<file path="config.mk">
export PLATFORM = sky130hd
export DESIGN_NAME = sales_ledger_flat
export DESIGN_NICKNAME = d
export VERILOG_FILES = /design/src/rtl/sales_ledger_if.sv /design/src/rtl/sales_ledger.sv /design/src/flat_wrapper.sv
export SDC_FILE = /design/constraint.sdc
export NUM_CORES = 1
export LEC_CHECK = 0
export CAP_MARGIN = 10
export CORE_ASPECT_RATIO = 0.7
export CORE_MARGIN = 2
export CORE_UTILIZATION = 50
export DETAILED_ROUTE_END_ITERATION = 16
export PLACE_DENSITY = 0.77
export SYNTH_ARGS = -nofsm -noshare
export SYNTH_HDL_FRONTEND = slang
export SYNTH_SLANG_ARGS = --single-unit
</file>
<file path="constraint.sdc">
create_clock -name clk -period 3 [get_ports clk]
set_input_delay 0.9 -clock clk [delete_from_list [all_inputs] [get_ports clk]]
set_output_delay 0.9 -clock clk [all_outputs]
set_load 0.01 [all_outputs]
</file>
<file path="src/rtl/sales_ledger_if.sv">
// rtl/sales_ledger_if.sv - sale event handshake, clear control and statistics bus for the sales ledger
interface sales_ledger_if;
  logic       sale_valid;
  logic [2:0] sale_item;
  logic [1:0] sale_qty;
  logic [6:0] sale_amount;
  logic       sale_ready;
  logic       sale_done;
  logic       sale_err;
  logic       clr_req;
  logic       clr_busy;
  logic       sat_flag;
  logic [4:0] sell1;
  logic [4:0] sell2;
  logic [4:0] sell3;
  logic [4:0] sell4;
  logic [4:0] sell5;
  logic [4:0] sell6;
  logic [4:0] sell7;
  logic [6:0] turnover;

  modport master (
    output sale_valid, sale_item, sale_qty, sale_amount, clr_req,
    input  sale_ready, sale_done, sale_err, clr_busy, sat_flag,
    input  sell1, sell2, sell3, sell4, sell5, sell6, sell7, turnover
  );

  modport slave (
    input  sale_valid, sale_item, sale_qty, sale_amount, clr_req,
    output sale_ready, sale_done, sale_err, clr_busy, sat_flag,
    output sell1, sell2, sell3, sell4, sell5, sell6, sell7, turnover
  );
endinterface

</file>
<file path="src/rtl/sales_ledger.sv">
// rtl/sales_ledger.sv - per-item saturating sales counters and bounded turnover with a swept clear
module sales_ledger #(
  parameter int SELL_MAX = 31,
  parameter int TURN_MAX = 99
) (
  input  logic clk,
  input  logic rst,
  sales_ledger_if.slave bus
);

  typedef enum logic [1:0] {IDLE, COMMIT, CLEAR} state_t;

  localparam logic [7:0] SELL_MAX8 = 8'(SELL_MAX);
  localparam logic [7:0] TURN_MAX8 = 8'(TURN_MAX);

  state_t     state, state_nx;
  logic [4:0] sell_r [1:7];
  logic [6:0] turn_r;
  logic       sat_r;
  logic       done_r;
  logic       err_r;
  logic       clr_pend;
  logic [2:0] idx;
  logic [2:0] item_q;
  logic [1:0] qty_q;
  logic [6:0] amt_q;

  logic       ready;
  logic       accept;
  logic       start_clr;
  logic       bad_sale;
  logic [4:0] cur_sell;
  logic [7:0] sell_sum;
  logic [7:0] turn_sum;
  logic [4:0] sell_new;
  logic [6:0] turn_new;
  logic       clamp;

  // A pending or fresh clear blocks acceptance so the sweep always wins the IDLE slot.
  assign ready = (state == IDLE) & ~rst & ~bus.clr_req & ~clr_pend;

  always_ff @(posedge clk or posedge rst) begin
    if (rst) state <= IDLE;
    else     state <= state_nx;
  end

  always_comb begin
    state_nx  = state;
    accept    = 1'b0;
    start_clr = 1'b0;
    case (state)
      IDLE: begin
        if (bus.clr_req | clr_pend) begin
          state_nx  = CLEAR;
          start_clr = 1'b1;
        end else if (bus.sale_valid & ready) begin
          state_nx = COMMIT;
          accept   = 1'b1;
        end
      end
      COMMIT:  state_nx = IDLE;
      CLEAR:   if (idx == 3'd7) state_nx = IDLE;
      default: state_nx = IDLE;
    endcase
  end

  always_comb begin
    cur_sell = '0;
    for (int i = 1; i <= 7; i++)
      if (item_q == 3'(i)) cur_sell = sell_r[i];
    bad_sale = (item_q == 3'd0) | (qty_q == 2'd0);
    sell_sum = {3'b000, cur_sell} + {6'b000000, qty_q};
    turn_sum = {1'b0, turn_r} + {1'b0, amt_q};
    sell_new = (sell_sum > SELL_MAX8) ? SELL_MAX8[4:0] : sell_sum[4:0];
    turn_new = (turn_sum > TURN_MAX8) ? TURN_MAX8[6:0] : turn_sum[6:0];
    clamp    = (sell_sum > SELL_MAX8) | (turn_sum > TURN_MAX8);
  end

  always_ff @(posedge clk or posedge rst) begin
    if (rst) begin
      for (int i = 1; i <= 7; i++) sell_r[i] <= '0;
      turn_r   <= '0;
      sat_r    <= 1'b0;
      done_r   <= 1'b0;
      err_r    <= 1'b0;
      clr_pend <= 1'b0;
      idx      <= '0;
      item_q   <= '0;
      qty_q    <= '0;
      amt_q    <= '0;
    end else begin
      done_r <= 1'b0;
      err_r  <= 1'b0;
      case (state)
        IDLE: begin
          if (start_clr) begin
            idx      <= 3'd1;
            clr_pend <= 1'b0;
          end else if (accept) begin
            item_q <= bus.sale_item;
            qty_q  <= bus.sale_qty;
            amt_q  <= bus.sale_amount;
          end
        end
        COMMIT: begin
          if (bus.clr_req) clr_pend <= 1'b1;
          if (bad_sale) begin
            err_r <= 1'b1;
          end else begin
            for (int i = 1; i <= 7; i++)
              if (item_q == 3'(i)) sell_r[i] <= sell_new;
            turn_r <= turn_new;
            if (clamp) sat_r <= 1'b1;
            done_r <= 1'b1;
          end
        end
        CLEAR: begin
          // Requests during the sweep are absorbed: clr_pend is never set here.
          for (int i = 1; i <= 7; i++)
            if (idx == 3'(i)) sell_r[i] <= '0;
          if (idx == 3'd1) begin
            turn_r <= '0;
            sat_r  <= 1'b0;
          end
          idx <= idx + 3'd1;
        end
        default: ;
      endcase
    end
  end

  assign bus.sale_ready = ready;
  assign bus.clr_busy   = (state == CLEAR);
  assign bus.sale_done  = done_r;
  assign bus.sale_err   = err_r;
  assign bus.sat_flag   = sat_r;
  assign bus.turnover   = turn_r;
  assign bus.sell1      = sell_r[1];
  assign bus.sell2      = sell_r[2];
  assign bus.sell3      = sell_r[3];
  assign bus.sell4      = sell_r[4];
  assign bus.sell5      = sell_r[5];
  assign bus.sell6      = sell_r[6];
  assign bus.sell7      = sell_r[7];

endmodule
</file>
<file path="src/flat_wrapper.sv">
// flat-port wrapper written by rule: the top's interface ports become plain ports
module sales_ledger_flat 
#(
  parameter int SELL_MAX = 31,
  parameter int TURN_MAX = 99
)
  (clk, rst, bus_sale_valid, bus_sale_item, bus_sale_qty, bus_sale_amount, bus_clr_req, bus_sale_ready, bus_sale_done, bus_sale_err, bus_clr_busy, bus_sat_flag, bus_sell1, bus_sell2, bus_sell3, bus_sell4, bus_sell5, bus_sell6, bus_sell7, bus_turnover);
  sales_ledger_if bus_i ();
  input  logic clk;
  input  logic rst;
  input wire logic [$bits(bus_i.sale_valid)-1:0] bus_sale_valid;
  input wire logic [$bits(bus_i.sale_item)-1:0] bus_sale_item;
  input wire logic [$bits(bus_i.sale_qty)-1:0] bus_sale_qty;
  input wire logic [$bits(bus_i.sale_amount)-1:0] bus_sale_amount;
  input wire logic [$bits(bus_i.clr_req)-1:0] bus_clr_req;
  output wire logic [$bits(bus_i.sale_ready)-1:0] bus_sale_ready;
  output wire logic [$bits(bus_i.sale_done)-1:0] bus_sale_done;
  output wire logic [$bits(bus_i.sale_err)-1:0] bus_sale_err;
  output wire logic [$bits(bus_i.clr_busy)-1:0] bus_clr_busy;
  output wire logic [$bits(bus_i.sat_flag)-1:0] bus_sat_flag;
  output wire logic [$bits(bus_i.sell1)-1:0] bus_sell1;
  output wire logic [$bits(bus_i.sell2)-1:0] bus_sell2;
  output wire logic [$bits(bus_i.sell3)-1:0] bus_sell3;
  output wire logic [$bits(bus_i.sell4)-1:0] bus_sell4;
  output wire logic [$bits(bus_i.sell5)-1:0] bus_sell5;
  output wire logic [$bits(bus_i.sell6)-1:0] bus_sell6;
  output wire logic [$bits(bus_i.sell7)-1:0] bus_sell7;
  output wire logic [$bits(bus_i.turnover)-1:0] bus_turnover;
  assign bus_i.sale_valid = bus_sale_valid;
  assign bus_i.sale_item = bus_sale_item;
  assign bus_i.sale_qty = bus_sale_qty;
  assign bus_i.sale_amount = bus_sale_amount;
  assign bus_i.clr_req = bus_clr_req;
  assign bus_sale_ready = bus_i.sale_ready;
  assign bus_sale_done = bus_i.sale_done;
  assign bus_sale_err = bus_i.sale_err;
  assign bus_clr_busy = bus_i.clr_busy;
  assign bus_sat_flag = bus_i.sat_flag;
  assign bus_sell1 = bus_i.sell1;
  assign bus_sell2 = bus_i.sell2;
  assign bus_sell3 = bus_i.sell3;
  assign bus_sell4 = bus_i.sell4;
  assign bus_sell5 = bus_i.sell5;
  assign bus_sell6 = bus_i.sell6;
  assign bus_sell7 = bus_i.sell7;
  assign bus_turnover = bus_i.turnover;
  sales_ledger #(.SELL_MAX(SELL_MAX), .TURN_MAX(TURN_MAX)) u_core (.clk(clk), .rst(rst), .bus(bus_i));
endmodule
</file>
==> impl_metrics.yaml, run 1 <==
routing:
  drc: 0
  drt_iter0_markers: 178
  post_drt_wl_per_cell_um: 17.89
  antenna_left: 0
  num_vias: 2813
  viasPerCell: 5.741
  wirelength_mm: 8.767
  dr.pass1.iters: 5
floorplan:
  die_x_um: 103.0
  die_area_um2: 7543
  row_count: 25
  die_h_um: 73.27
  io_pins: 63
  core_um2: 6694
  initial_core_util_pct: 51.20
synth:
  synth_cells: 315
  synth_top_family_by_area: "compound AO/OA/AOI/OAI gates"
  synth-main-ff-cell: "dfrtp_1"
  synth_compound_area_share_pct: 14.90
  ys_types: 57
  yosysWarnings: 0
  yosysSeqAreaShare_pct: 46.00
  synth-edff-count: 0
  synth_fa_ha_area_share_pct: 6.645
  synthMuxAreaShare_pct: 14.13
  synth-seq-cells: 63
  yosys.area_share.xor_xnor_pct: 1.022
  synth_area_um2: 3427
  postSynth.asyncResetShare_pct: 100.0
  synth_area_per_cell_um2: 10.88
  yosys.area_share.simple_pct: 13.03
  syn-num-nets: 348
placed_design:
  gp_congestion: 0.8833
  detailed_place_hpwl_mm: 6.317
  numPortBuffers: 62
  place_area_um2: 4200
power_and_ir_drop:
  swShare_pct: 39.67
  clkPwrFrac_pct: 20.6
  seq_power_share_pct: 33.7
  peakVddDrop_mv: 0.5431
  power_leakage_nw: 2.019
  combPwrFrac_pct: 45.7
  power.switching_mw: 1.645
  p_int_mw: 2.501
  power.density_nw_per_um2: 932.3
clock_network:
  root_buffer: "clkbuf_8"
  path_clk_slew_ns: 0.07
  holdBufCountCts: 0
  post_cts_buffers: 0
  cts_buffers: 9
  clk_latency_ns: 0.35
  cts_tree: "done"
  cts_num_sinks: 63
  cts.htree.levels: 3
  clockBufferDepth: 2
timing:
  rsz0062_at_grt: "no"
  layout_min_cycle_time_ns: 2.960
  maxClockFrequency_mhz: 337.8
  drv_slew: 0
  setup_viol: 0
  max-slew-margin-rel_pct: 56.14
  fin_hold_ws_ns: 0.4846
  clock_skew_ns: 0.008873
  min_period_over_period_pct: 98.68
  worst_pin_slew_ns: 0.6413
  hold_viol: 0
grt:
  grt_pass1_wl_mm: 14.41
  grt_max_degree: 41
  grt_use_total_pct: 25.59
  grt-ovfl-total: 0
  antenna_found_initial: 0
  grt_pass1_vias: 2764
setup_path:
  end_kind: "output port"
  slowest_delay_ns: 0.41
  worstPathRequired_ns: 2.10
  arrival_ns: 2.06
  cp_cell_sequence: "clkdlybuf4s50_1 > or3_1 > nor3_2 > clkdlybuf4s15_1"
  crit_fanout: 2
  crit_path_start_kind: "primary input"
  cpMaxStageDelayCell: "clkdlybuf4s50_1"
  crit_type: "primary input to output port"
final_layout:
  fin_nets: 424
  drive_gt1_share_pct: 21.97
  design_area_um2: 4447
  area_delta_synth_final_pct: 29.76
  fillCellCount: 536
  diodes: 0
min_path:
  worstHoldPathType: "flip-flop to flip-flop"
run:
  max-cap-violations: 0
outcome:
  outcome: "finished, final reports clean"
==> synthesized netlist by cell type (4+ instances only) <==
cell | instances | area, um^2
a31oi_1 | 10 | 62.56
dfrtp_1 | 63 | 1577
nand3_1 | 10 | 50.05
nor2_1 | 19 | 71.32
nor2b_1 | 4 | 25.02
a21oi_1 | 13 | 65.06
ha_1 | 15 | 187.7
inv_1 | 19 | 71.32
o31ai_1 | 4 | 30.03
nand2b_1 | 5 | 31.28
mux2_2 | 34 | 382.9
o21ai_0 | 14 | 70.07
nand2_1 | 36 | 135.1
==> power groups by stage <==
stage	registers, mW	clock network [mW]	logic, mW
6_report	1.40	0.853	1.90
5_1_grt	1.43	0.907	2.05
4_1_cts	1.39	0.869	1.86
3_5_place_dp	1.40	0	1.84
3_3_place_gp	1.39	0	1.80
2_1_floorplan	1.36	0	1.19
==> logic make-up after synthesis <==
| logic type | count (synthesis) |
|---|---|
| mux | 41 |
| compound gates | 70 |
| fa+ha+maj | 17 |
| flops | 63 |
| buf+inv | 30 |
| xor+xnor | 4 |
| simple gates | 90 |
==> metal layers <==
metal,part of all wire (%),vias to the layer above,routed length (um),track usage (%)
li1,-,1290,-,-
met5,0,-,0,0
met2,45,107,3970,37.01
met1,46,1402,4059,37.45
met3,6.7,14,584,7.517
met4,1.7,0,152,7.456
==> what timing repair did <==
action	CTS	global route
setup endpoints to repair	1	18
gates resized for setup	3	3
cloned	0	0
==> state kept, by name (all words and copies together), names as in the netlist, 2 cells and up <==
| name | cells |
|---|---|
| u_core.bus.sell5 | 5 |
| u_core.idx | 3 |
| u_core.bus.sell7 | 5 |
| u_core.state | 2 |
| u_core.bus.sell3 | 5 |
| u_core.qty_q | 2 |
| u_core.bus.sell4 | 5 |
| u_core.bus.sell1 | 5 |
| u_core.bus.sell2 | 5 |
| u_core.item_q | 3 |
| u_core.bus.turnover | 7 |
| u_core.bus.sell6 | 5 |
| u_core.amt_q | 7 |
==> metrics by stage <==
stage / std cells / setup WS, ns / power (mW) / utilization (%) / TNS [ns]
after detailed placement: 474 / -0.3102 / 3.239 / 62.75 / -0.3102
final: 490 / 0.03966 / 4.146 / 66.43 / 0
after floorplan: 315 / 0.4007 / 2.554 / - / 0
after CTS: 490 / 0.004704 / 4.123 / 66.26 / 0
after global routing: 490 / 0.005054 / 4.393 / 66.43 / 0
after global placement: 474 / -0.2839 / 3.186 / 62.75 / -0.2839
==> critical path: cells and delay by family <==
| family | cells | cell delay [ns] |
|---|---|---|
| buf+inv | 2 | 0.67 |
| simple gates | 2 | 0.49 |
==> cell usage in the layout, fill, tap and decap left out, types with 4 or more instances in the layout <==
cell,n
a31oi_1,10
ha_1,15
nand2b_1,5
o21ai_0,14
dfrtp_1,63
inv_1,18
clkdlybuf4s50_1,61
nor2b_1,4
mux2_2,34
nand3_1,10
nor2_1,17
clkbuf_8,10
a21oi_1,13
o31ai_1,4
buf_4,11
nand2_1,36
==> final timing paths <==
kind                                   from                   to  slack, ns  cells after the start
max in group asynchronous               rst  u_core.bus.sell6[2]       1.34                      4
hold / removal              u_core.clr_pend      u_core.clr_pend       0.48                      1
setup reg to reg           u_core.item_q[0]  u_core.bus.sell3[4]       0.16                     10
min in group asynchronous               rst      u_core.clr_pend       1.07                      3
setup / recovery                bus_clr_req       bus_sale_ready       0.04                      4
hold reg to reg             u_core.clr_pend      u_core.clr_pend       0.48                      1
==> cell type report <==
cell class | count | area [um^2] | area share, %
tap | 94 | 117.6 | 2.645
inverter | 21 | 78.83 | 1.773
timing repair buffer | 74 | 723.2 | 16.26
sequential | 63 | 1577 | 35.45
clock buffer | 10 | 137.6 | 3.095
multi-input combinational | 222 | 1720 | 38.69
clock inverter | 6 | 92.59 | 2.082
Power figures use the tool's default switching activity.
==> inputs of run 2 (changes only) <==
--- a/config.mk
+++ b/config.mk
@@ -11,6 +11,7 @@
 export CORE_UTILIZATION = 50
 export DETAILED_ROUTE_END_ITERATION = 16
 export PLACE_DENSITY = 0.77
+export SKIP_CTS_REPAIR_TIMING = 1
 export SYNTH_ARGS = -nofsm -noshare
 export SYNTH_HDL_FRONTEND = slang
 export SYNTH_SLANG_ARGS = --single-unit
==> run 2 against run 1 <==
- power about the same
- routed wire length is 0.23% lower
- critical path depth did not move
- global-route usage unchanged
- clock skew is essentially flat
- cell count did not move
- design area about the same
- worst hold slack better by 0.00090 ns
- sequential share of layout area hardly changed
- critical endpoint unchanged
- combinational power is essentially flat
- first-iteration DRC count increased by 23%
- clock power about the same
==> impl_metrics.yaml, run 2 (synthesis results as in run 1) <==
outcome:
  outcome: "finished, final reports clean"
setup_path:
  cp_num_buf_inv: 2
  cp_cell_sequence: "clkdlybuf4s50_1 > or3_1 > nor3_2 > dlymetal6s2s_1"
  crit_fanout: 2
  crit_path_start_kind: "primary input"
  end_kind: "output port"
  crit_type: "primary input to output port"
  cp_num_cells: 4
  arrival_ns: 1.98
  rr_worst_depth: 9
  path_delay_family: "buffers and inverters"
  slowest_delay_ns: 0.41
  worstPathRequired_ns: 2.10
  cpMaxStageDelayCell: "clkdlybuf4s50_1"
floorplan:
  die_h_um: 73.27
  io_pins: 63
  die_x_um: 103.0
  row_count: 25
  core_um2: 6694
  die_area_um2: 7543
  initial_core_util_pct: 51.20
clock_network:
  cts_buffers: 9
  clockBufferDepth: 2
  cts.htree.levels: 3
  cts_tree: "done"
  path_clk_slew_ns: 0.07
  clk_latency_ns: 0.35
  root_buffer: "clkbuf_8"
  cts_num_sinks: 63
final_layout:
  area_delta_synth_final_pct: 29.83
  fillCellCount: 536
  final_cell_mix: "dfrtp_1, clkdlybuf4s50_1, nand2_1, mux2_2, inv_1"
  drive_gt1_share_pct: 21.97
  diodes: 0
  fin_nets: 424
  layout_commonest_cell: "dfrtp_1"
timing:
  maxClockFrequency_mhz: 347.6
  min_period_over_period_pct: 95.89
  rsz0062_at_grt: "no"
  finalWorstSetupSlack_ns: 0.1233
  drv_slew: 0
  setup_viol: 0
  max-slew-margin-rel_pct: 55.48
  layout_min_cycle_time_ns: 2.877
  clock_skew_ns: 0.008925
  hold_viol: 0
  worst_pin_slew_ns: 0.6510
power_and_ir_drop:
  peakVddDrop_mv: 0.5437
  power.switching_mw: 1.645
  power_leakage_nw: 2.036
  combPwrFrac_pct: 45.7
  swShare_pct: 39.68
  power.density_nw_per_um2: 931.8
  clkPwrFrac_pct: 20.6
  seq_power_share_pct: 33.7
  p_total_mw: 4.146
  p_int_mw: 2.501
grt:
  grt-ovfl-total: 0
  grt_max_degree: 41
  grt_pass1_wl_mm: 14.41
  antenna_found_initial: 0
  grt_pass1_vias: 2764
  grt_use_total_pct: 25.59
placed_design:
  detailed_place_hpwl_mm: 6.317
  post-place-ws_ns: -0.3102
  numPortBuffers: 62
  gp_congestion: 0.8833
routing:
  antenna_left: 0
  drc: 0
  wirelength_mm: 8.747
  drt_iter0_markers: 219
  dr.pass1.iters: 4
  viasPerCell: 5.700
  num_vias: 2793
  post_drt_wl_per_cell_um: 17.85
min_path:
  worstHoldPathType: "flip-flop to flip-flop"
  min_path_cells: 1
run:
  max-cap-violations: 0
[run 2: path summary, 6_finish.rpt]
check	start	to	slack (ns)
max reg2reg	u_core.item_q[0]	u_core.bus.sell4[1]	0.13
min reg2reg	u_core.clr_pend	u_core.clr_pend	0.49
min in group asynchronous	rst	u_core.amt_q[3]	1.07
min	u_core.clr_pend	u_core.clr_pend	0.49
max in group asynchronous	rst	u_core.bus.sell6[2]	1.34
max	bus_clr_req	bus_sale_ready	0.12
[run 2: worst register-to-register path, cell delays in order (launching register included)]
cell and delay [ns]:
dfrtp_1 0.50, mux4_2 0.54, nand2_1 0.07, o21ai_0 0.21, ha_1 0.37, a21o_1 0.13, nor3b_4 0.30, a31oi_1 0.19
nor2_2 0.28, mux2_2 0.22
[run 2: cell type report]
| cell class | instances | area, um^2 | share of cell area (%) |
|---|---|---|---|
| clock inverters | 6 | 92.59 | 2.081 |
| clock buffers | 10 | 137.6 | 3.093 |
| flip-flops and latches | 63 | 1577 | 35.43 |
| well taps | 94 | 117.6 | 2.643 |
| repair buffers | 74 | 725.7 | 16.31 |
| inverters | 21 | 78.83 | 1.772 |
| multi-input cells | 222 | 1720 | 38.67 |
[run 2: per-stage QoR]
step,utilization (%),cells,cell area (um^2),TNS (ns),hold slack (ns)
6_report,66.47,490,4449,0,0.4855
5_1_grt,66.47,490,4449,0,0.5318
4_1_cts,66.19,490,4431,-0.3099,0.4913
3_5_place_dp,62.75,474,4200,-0.3102,0.4752
3_3_place_gp,62.75,474,4200,-0.2839,0.4672
2_1_floorplan,-,315,3427,0,0.4497
[run 2: metal layers]
metal	track usage, %	vias to the layer above	part of all wire [%]
met4	7.456	0	2.1
met2	37.01	101	45
li1	-	1285	-
met5	0	-	0
met1	37.45	1391	46
met3	7.517	16	6.6
[run 2: power by group through the flow]
stage          registers (mW)  clock network [mW]  logic (mW)
4_1_cts                  1.39               0.869        1.86
3_3_place_gp             1.39                   0        1.80
6_report                 1.40               0.853        1.90
3_5_place_dp             1.40                   0        1.84
5_1_grt                  1.43               0.907        2.05
2_1_floorplan            1.36                   0        1.19
==> inputs of run 3 (changes only) <==
--- a/config.mk
+++ b/config.mk
@@ -10,7 +10,7 @@
 export CORE_MARGIN = 2
 export CORE_UTILIZATION = 50
 export DETAILED_ROUTE_END_ITERATION = 16
-export PLACE_DENSITY = 0.77
+export PLACE_DENSITY = 0.86
 export SKIP_CTS_REPAIR_TIMING = 1
 export SYNTH_ARGS = -nofsm -noshare
 export SYNTH_HDL_FRONTEND = slang
==> run 3 against run 2 <==
- cell count is 0.61% higher
- sequential cell count unchanged
- design area rose by 0.73%
- clock-buffer cell count is 1 lower
- worst hold slack improved by 0.0060 ns
- utilization increased by 0.49 points
- non-clock buffer count increased by 3
- register-to-register slack better by 0.05 ns
- critical endpoint unchanged
==> impl_metrics.yaml, run 3 (synthesis results as in run 1) <==
outcome:
  outcome: "finished, final reports clean"
clock_network:
  clockBufferDepth: 2
  clk_latency_ns: 0.35
  cts.htree.levels: 3
  cts_buffers: 9
  path_clk_slew_ns: 0.07
  root_buffer: "clkbuf_8"
  cts_tree: "done"
  cts_num_sinks: 63
grt:
  antenna_found_initial: 0
  grt_max_degree: 36
  grt_pass1_wl_mm: 14.51
  grt-ovfl-total: 0
  grt_pass1_vias: 2824
  grt_use_total_pct: 25.84
setup_path:
  cp_num_buf_inv: 2
  cpMaxStageDelayCell: "clkdlybuf4s50_1"
  end_kind: "output port"
  cp_cell_sequence: "clkdlybuf4s50_1 > or3_1 > nor3_2 > dlymetal6s2s_1"
  crit_path_start_kind: "primary input"
  path_delay_family: "buffers and inverters"
  arrival_ns: 1.97
  slowest_delay_ns: 0.41
  crit_type: "primary input to output port"
  crit_fanout: 2
  worstPathRequired_ns: 2.10
final_layout:
  layout_commonest_cell: "dfrtp_1"
  final_cell_mix: "dfrtp_1, clkdlybuf4s50_1, nand2_1, mux2_2, inv_1"
  area_delta_synth_final_pct: 30.78
  diodes: 0
  post-route-util_pct: 66.95
  final_cells: 493
  design_area_um2: 4482
  fin_nets: 427
  drive_gt1_share_pct: 22.56
floorplan:
  die_x_um: 103.0
  row_count: 25
  initial_core_util_pct: 51.20
  die_area_um2: 7543
  core_um2: 6694
  die_h_um: 73.27
  io_pins: 63
routing:
  dr.pass1.iters: 5
  wirelength_mm: 8.877
  post_drt_wl_per_cell_um: 18.01
  antenna_left: 0
  num_vias: 2809
  drt_iter0_markers: 246
  viasPerCell: 5.698
  drc: 0
placed_design:
  numPortBuffers: 62
  place_inst: 477
  place_area_um2: 4223
  detailed_place_hpwl_mm: 6.522
  gp_congestion: 0.9388
timing:
  drv_slew: 0
  clock_skew_ns: 0.006900
  max-slew-margin-rel_pct: 63.04
  worst_pin_slew_ns: 0.5530
  setup_viol: 0
  layout_min_cycle_time_ns: 2.868
  min_period_over_period_pct: 95.60
  hold_viol: 0
  maxClockFrequency_mhz: 348.7
  rsz0062_at_grt: "no"
power_and_ir_drop:
  peakVddDrop_mv: 0.4894
  power_leakage_nw: 2.050
  power.density_nw_per_um2: 939.8
min_path:
  worstHoldPathType: "flip-flop to flip-flop"
run:
  max-cap-violations: 0
## run 3: where the power goes
part	switching [mW]	internal (mW)	leakage, nW	total [mW]
logic	1.01	0.911	1.10	1.92
registers	0.279	1.11	0.842	1.39
clock network	0.351	0.552	0.112	0.903
## run 3: through the flow
| stage | TNS, ns | worst slack, ns | hold WS [ns] | power (mW) |
|---|---|---|---|---|
| after floorplan | 0 | 0.4007 | 0.4497 | 2.554 |
| after global placement | -0.2876 | -0.2876 | 0.4679 | 3.174 |
| after detailed placement | -0.3425 | -0.3425 | 0.4703 | 3.276 |
| after CTS | -0.3392 | -0.3392 | 0.4892 | 4.202 |
| after global routing | 0 | 0.02062 | 0.5088 | 4.464 |
| final | 0 | 0.1319 | 0.4915 | 4.212 |
## run 3: area by class of cell
type / instances / area, um^2
clock buffers: 9 / 123.9
flip-flops and latches: 63 / 1577
clock inverters: 7 / 121.4
inverters: 21 / 78.83
multi-input cells: 222 / 1715
repair buffers: 77 / 748.2
fillers: 529 / 2212
well taps: 94 / 117.6
## run 3: tightest hold or removal path: cells and delay by family (launching register included)
kind             cells  cell delay, ns
and+or+nand+nor      2            0.11
DFF                  1            0.36
## run 3: routing by layer
metal / GRT usage, % / vias up / part of all wire, %
met5: 0 / - / 0
met4: 10.38 / 0 / 2.3
met3: 6.946 / 25 / 8.2
met2: 38.96 / 129 / 46
met1: 35.76 / 1360 / 44
li1: - / 1295 / -
## run 3: path summary, 6_finish.rpt
path	startpoint	endpoint	slack [ns]	depth (start not counted)
worst max-delay path	bus_clr_req	bus_sale_ready	0.13	4
worst min-delay path	u_core.amt_q[5]	u_core.amt_q[5]	0.49	2
worst max register to register	u_core.item_q[0]	u_core.bus.sell7[3]	0.18	9
worst min register to register	u_core.amt_q[5]	u_core.amt_q[5]	0.49	2
max in group asynchronous	rst	u_core.bus.sell5[2]	1.53	4
min in group asynchronous	rst	u_core.amt_q[2]	0.94	3
